File: src/rtl/wb_pkg.sv
// Shared Wishbone definitions: bus-width macros, arbiter state encoding,
// default stall timeout and the round-robin pick helper.
`ifndef WB_PKG_SV
`define WB_PKG_SV

`define WB_DAT_W 32
`define WB_SEL_W 4

package wb_pkg;

   typedef enum logic [1:0] {
      ST_IDLE = 2'd0,
      ST_OWN0 = 2'd1,
      ST_OWN1 = 2'd2
   } arb_state_e;

   localparam int unsigned WB_TIMEOUT_DEFAULT = 32'd255;

   // A sole requester always wins; on a tie the master not served last wins.
   function automatic arb_state_e arb_pick(input logic cyc0, input logic cyc1,
                                           input logic last_grant);
      arb_state_e pick;
      if (cyc0 && cyc1) begin
         pick = last_grant ? ST_OWN0 : ST_OWN1;
      end else if (cyc0) begin
         pick = ST_OWN0;
      end else if (cyc1) begin
         pick = ST_OWN1;
      end else begin
         pick = ST_IDLE;
      end
      return pick;
   endfunction

endpackage

`endif

File: src/rtl/wb_arbiter2.sv
// Two-master, one-slave Wishbone arbiter with round-robin tie break and bus lock.
// Define WB_ARBITER2_TIMEOUT_EN to add a stall watchdog that errors a hung slave.
module wb_arbiter2
   import wb_pkg::*;
#(
   parameter int unsigned ADDR_WIDTH = 32'd32,
   parameter int unsigned TIMEOUT    = WB_TIMEOUT_DEFAULT
) (
   input  logic                  sys_clk,
   input  logic                  sys_rst,
   input  logic                  m0_cyc,
   input  logic                  m0_stb,
   input  logic                  m0_we,
   input  logic [3:0]            m0_sel,
   input  logic [ADDR_WIDTH-1:0] m0_adr,
   input  logic [31:0]           m0_mosi,
   output logic [31:0]           m0_miso,
   output logic                  m0_ack,
   output logic                  m0_err,
   input  logic                  m1_cyc,
   input  logic                  m1_stb,
   input  logic                  m1_we,
   input  logic [3:0]            m1_sel,
   input  logic [ADDR_WIDTH-1:0] m1_adr,
   input  logic [31:0]           m1_mosi,
   output logic [31:0]           m1_miso,
   output logic                  m1_ack,
   output logic                  m1_err,
   output logic                  s_cyc,
   output logic                  s_stb,
   output logic                  s_we,
   output logic [3:0]            s_sel,
   output logic [ADDR_WIDTH-1:0] s_adr,
   output logic [31:0]           s_mosi,
   input  logic [31:0]           s_miso,
   input  logic                  s_ack,
   input  logic                  s_err
);

   arb_state_e state_r;
   logic       last_grant_r;
   arb_state_e pick_s;
   logic       timeout_s;

   if (TIMEOUT < 32'd1 || TIMEOUT > 32'd65535) begin : g_timeout_range
      $error("wb_arbiter2: TIMEOUT must lie in 1..65535");
   end

   assign pick_s = arb_pick(m0_cyc, m1_cyc, last_grant_r);

   // Ownership FSM: every handover passes through IDLE so the slave sees an idle cycle.
   always_ff @(posedge sys_clk or negedge sys_rst) begin
      if (!sys_rst) begin
         state_r      <= ST_IDLE;
         last_grant_r <= 1'b1;
      end else begin
         case (state_r)
            ST_IDLE: begin
               state_r <= pick_s;
               if (pick_s == ST_OWN0) begin
                  last_grant_r <= 1'b0;
               end else if (pick_s == ST_OWN1) begin
                  last_grant_r <= 1'b1;
               end else begin
                  last_grant_r <= last_grant_r;
               end
            end
            ST_OWN0: state_r <= (!m0_cyc || timeout_s) ? ST_IDLE : ST_OWN0;
            ST_OWN1: state_r <= (!m1_cyc || timeout_s) ? ST_IDLE : ST_OWN1;
            default: state_r <= ST_IDLE;
         endcase
      end
   end

`ifdef WB_ARBITER2_TIMEOUT_EN
   localparam logic [15:0] TIMEOUT_C = 16'(TIMEOUT);

   logic [15:0] to_cnt_r;
   logic        stall_s;

   // Stall is judged from the owner's own inputs so the watchdog never feeds back through the mux.
   assign stall_s = ((state_r == ST_OWN0) && m0_cyc && m0_stb && !s_ack && !s_err) ||
                    ((state_r == ST_OWN1) && m1_cyc && m1_stb && !s_ack && !s_err);
   assign timeout_s = stall_s && (to_cnt_r == TIMEOUT_C);

   // Counts consecutive stalled cycles of the current owner.
   always_ff @(posedge sys_clk or negedge sys_rst) begin
      if (!sys_rst) begin
         to_cnt_r <= 16'd0;
      end else if ((state_r == ST_IDLE) || !stall_s || timeout_s) begin
         to_cnt_r <= 16'd0;
      end else begin
         to_cnt_r <= to_cnt_r + 16'd1;
      end
   end
`else
   assign timeout_s = 1'b0;
`endif

   // Inline slave mux: the owner drives the slave and alone sees its responses.
   always_comb begin
      s_cyc   = 1'b0;
      s_stb   = 1'b0;
      s_we    = 1'b0;
      s_sel   = 4'd0;
      s_adr   = {ADDR_WIDTH{1'b0}};
      s_mosi  = 32'd0;
      m0_miso = 32'd0;
      m0_ack  = 1'b0;
      m0_err  = 1'b0;
      m1_miso = 32'd0;
      m1_ack  = 1'b0;
      m1_err  = 1'b0;
      case (state_r)
         ST_OWN0: begin
            s_cyc   = m0_cyc;
            s_stb   = m0_stb;
            s_we    = m0_we;
            s_sel   = m0_sel;
            s_adr   = m0_adr;
            s_mosi  = m0_mosi;
            m0_miso = s_miso;
            m0_ack  = s_ack;
            m0_err  = s_err | timeout_s;
         end
         ST_OWN1: begin
            s_cyc   = m1_cyc;
            s_stb   = m1_stb;
            s_we    = m1_we;
            s_sel   = m1_sel;
            s_adr   = m1_adr;
            s_mosi  = m1_mosi;
            m1_miso = s_miso;
            m1_ack  = s_ack;
            m1_err  = s_err | timeout_s;
         end
         default: begin
            s_cyc = 1'b0;
         end
      endcase
   end

endmodule

File: config.mk
export PLATFORM = sky130hd
export DESIGN_NAME = wb_arbiter2
export DESIGN_NICKNAME = d
export VERILOG_FILES = /design/src/rtl/wb_pkg.sv /design/src/rtl/wb_arbiter2.sv
export SDC_FILE = /design/constraint.sdc
export NUM_CORES = 1
export LEC_CHECK = 0
export CAP_MARGIN = 5
export CORE_AREA = 2 2 122 124
export CTS_CLUSTER_SIZE = 16
export DETAILED_ROUTE_END_ITERATION = 8
export DIE_AREA = 0 0 124 126
export HOLD_SLACK_MARGIN = 0.15
export PLACE_DENSITY = 0.54
export SETUP_SLACK_MARGIN = 0.3
export SYNTH_ARGS = -nofsm -noshare
export SYNTH_HDL_FRONTEND = slang
export SYNTH_SLANG_ARGS = --single-unit
File: constraint.sdc
create_clock -name sys_clk -period 2.9 [get_ports sys_clk]
set_clock_uncertainty 0.05 [all_clocks]
set_input_delay 0.435 -clock sys_clk [delete_from_list [all_inputs] [get_ports sys_clk]]
set_output_delay 0.435 -clock sys_clk [all_outputs]
set_load 0.1 [all_outputs]
==> impl_results.md <==
- Initial core utilization: 0.1252
- Vias per inst: 4.173
- I/O Pins: 317
- Slew HR: 0.7779
- Die X: 124 µm
- Post-CTS Resized: 0
- Critical Path RT: 2.41 ns
- Unrepaired setup endpoints after global routing: no
- Total gr overflow: 0
- Number of global-route vias before repair: 3167
- Layout Nets: 737
- Endpoints failing setup: 0
- TritonCTS clock tree: built
- CTS sink cnt: 3
- Slew @ Worst Pin: 0.3331 ns
- Setup Fix Bufs, Post-CTS: 0
- Crit start category: register
- Crit path max fanout: 48
- Setup TNS: 0 ns
- First-iteration detailed-routing DRC count: 87
- Die height: 126 µm
- # diodes: 0
- Routed length per placed instance: 16.53 µm
- Distinct cells, synth: 20
- Yosys reg bits: 3
- CP arrival: 1.92 ns
- F_max: 415.5 MHz
- Sequential share of the synthesized area: 0.04260
- Setup ws final: 0.4935 ns
- Largest net degree at the start of global routing: 52
- Ys Warns: 0
- Hold buffers post-CTS: 0
- Tot GR Track Use: 0.1427
- Post-Syn Nets: 440
- # Max-Cap Violations: 0
- Worst Hold Class: in2async
- Final Cycle Share: 0.8298
- I/O Buffers: 316
- Via count: 3080
- Detail Placement HPWL: 10.38 mm
- Row count: 44
- Synth Instances: 258
- Kind of critical path: reg2out
- CTS Buf Count: 3
- Status: finished, final reports clean
- Fillers: 1322
- Post-synth top area cell: a22oi_1
- Syn Area/Cell: 6.945 µm²
- Final Critical Period: 2.407 ns
- DIE AREA: 15620 µm²
- Final wirelength: 12.20 mm
- CTS H-tree depth: 1
- First-pass GRT wire length: 17.48 mm
- CP Launch Point: state_r[1]
- Core box area: 14310 µm²
- Share of layout cells above drive strength 1: 0.4134
- ANT nets after route: 0
- Share of the synthesized area in the top cell type: 0.2807
- Cell area after synthesis: 1792 µm²
- Critical Path Sink Type: output port
- Clock Path Buffers: 2
- Clock Pin Slew Worst Setup and Hold Paths: 0.03 ns
- Largest cells by area after synthesis: a22oi_1 (28%), nor2b_1 (25%), and2_1 (24%)
- Final Hold Fails: 0
- Slew Limit Fails: 0
- DRC viols: 0
- Initial antenna violation count: 0
- Root Buffer: clkbuf_16
- Worst-Skew Late Latency: 0.22 ns
- Synth-to-layout area growth: 278.1%
- R2r startpoint: state_r[1]
- 1st-pass router iterations: 4
- DP Worst Slack: 0.7071 ns
- Routability cong.: 0.7904
## state kept, by name (all words and copies together) (netlist names)
register      flops
state_r           2
last_grant_r      1
## layout make-up
class / instances / area [µm²] / area share
Inverter: 3 / 11.26 / 0.001662
Multi-Input combinational cell: 221 / 1733 / 0.2558
Tap cell: 184 / 230.2 / 0.03399
Sequential cell: 3 / 76.32 / 0.01127
Timing Repair Buffer: 323 / 4644 / 0.6856
Clock buffer: 4 / 78.83 / 0.01164
## layout by cell type, fill, tap and decap left out, drive strengths merged, types with 2 or more instances in the layout
cell type,synthesis,final
clkbuf,10,4
clkdlybuf4s50,0,177
buf,21,146
dfrtp,2,2
ha,4,4
nor2b,71,71
inv,3,3
a22oi,71,71
and2,68,68
## critical path: stages (launching register included)
cell	delay [ns]
dfrtp_1	0.41
inv_1	0.13
ha_4	0.35
buf_12	0.27
a22oi_1	0.13
nor2b_2	0.18
buf_12	0.19
## metal layers
layer / vias to the layer above / track usage / routed length [µm]
met3: 10 / 0.03986 / 1304
met2: 169 / 0.2812 / 6598
met5: - / 0 / 0
met1: 1413 / 0.1479 / 4140
li1: 1488 / - / -
met4: 0 / 0.02578 / 157
## through the flow
stage                     cells  hold slack (ns)  instance area (µm²)  utilization
after detailed placement    734           0.5061                 6695       0.4677
after CTS                   738           0.3644                 6774       0.4733
final                       738           0.3589                 6774       0.4733
after global placement      734           0.4699                 6695       0.4677
after global routing        738           0.3728                 6774       0.4733
after floorplan             258          0.08941                 1969            -
## path summary, 6_finish.rpt
| path | slack [ns] | cells after the start | endpoint |
|---|---|---|---|
| hold reg to reg | 0.50 | 2 | last_grant_r |
| min in group sys_clk | 0.50 | 2 | last_grant_r |
| setup reg to reg | 1.25 | 5 | state_r[0] |
| max in group asynchronous | 2.21 | 1 | last_grant_r |
| setup / recovery | 0.49 | 6 | s_mosi[24] |
| hold / removal | 0.36 | 1 | state_r[0] |
## cell usage after synthesis
cell type	count
dfrtp_1	2
nor2b_1	71
a21oi_1	1
nor3b_1	1
inv_1	3
clkbuf_2	3
buf_2	15
a31oi_1	1
a22oi_2	4
buf_6	4
o211a_1	1
a22oi_1	67
nor2_1	1
dfstp_2	1
a21boi_0	1
clkbuf_1	7
and2_1	68
ha_1	4
nor4b_2	1
buf_4	2
## cells by family after synthesis
kind of cell | share of synthesized area
buffers and inverters | 0.1047
flip-flops | 0.04260
AO/OA/AOI/OAI | 0.3247
adder cells (fa/ha/maj) | 0.02793
AND/OR/NAND/NOR | 0.5000
Power is left out: the tool's default activity adds up to more than one toggle a clock period on the data nets, which glitch-free logic cannot reach.
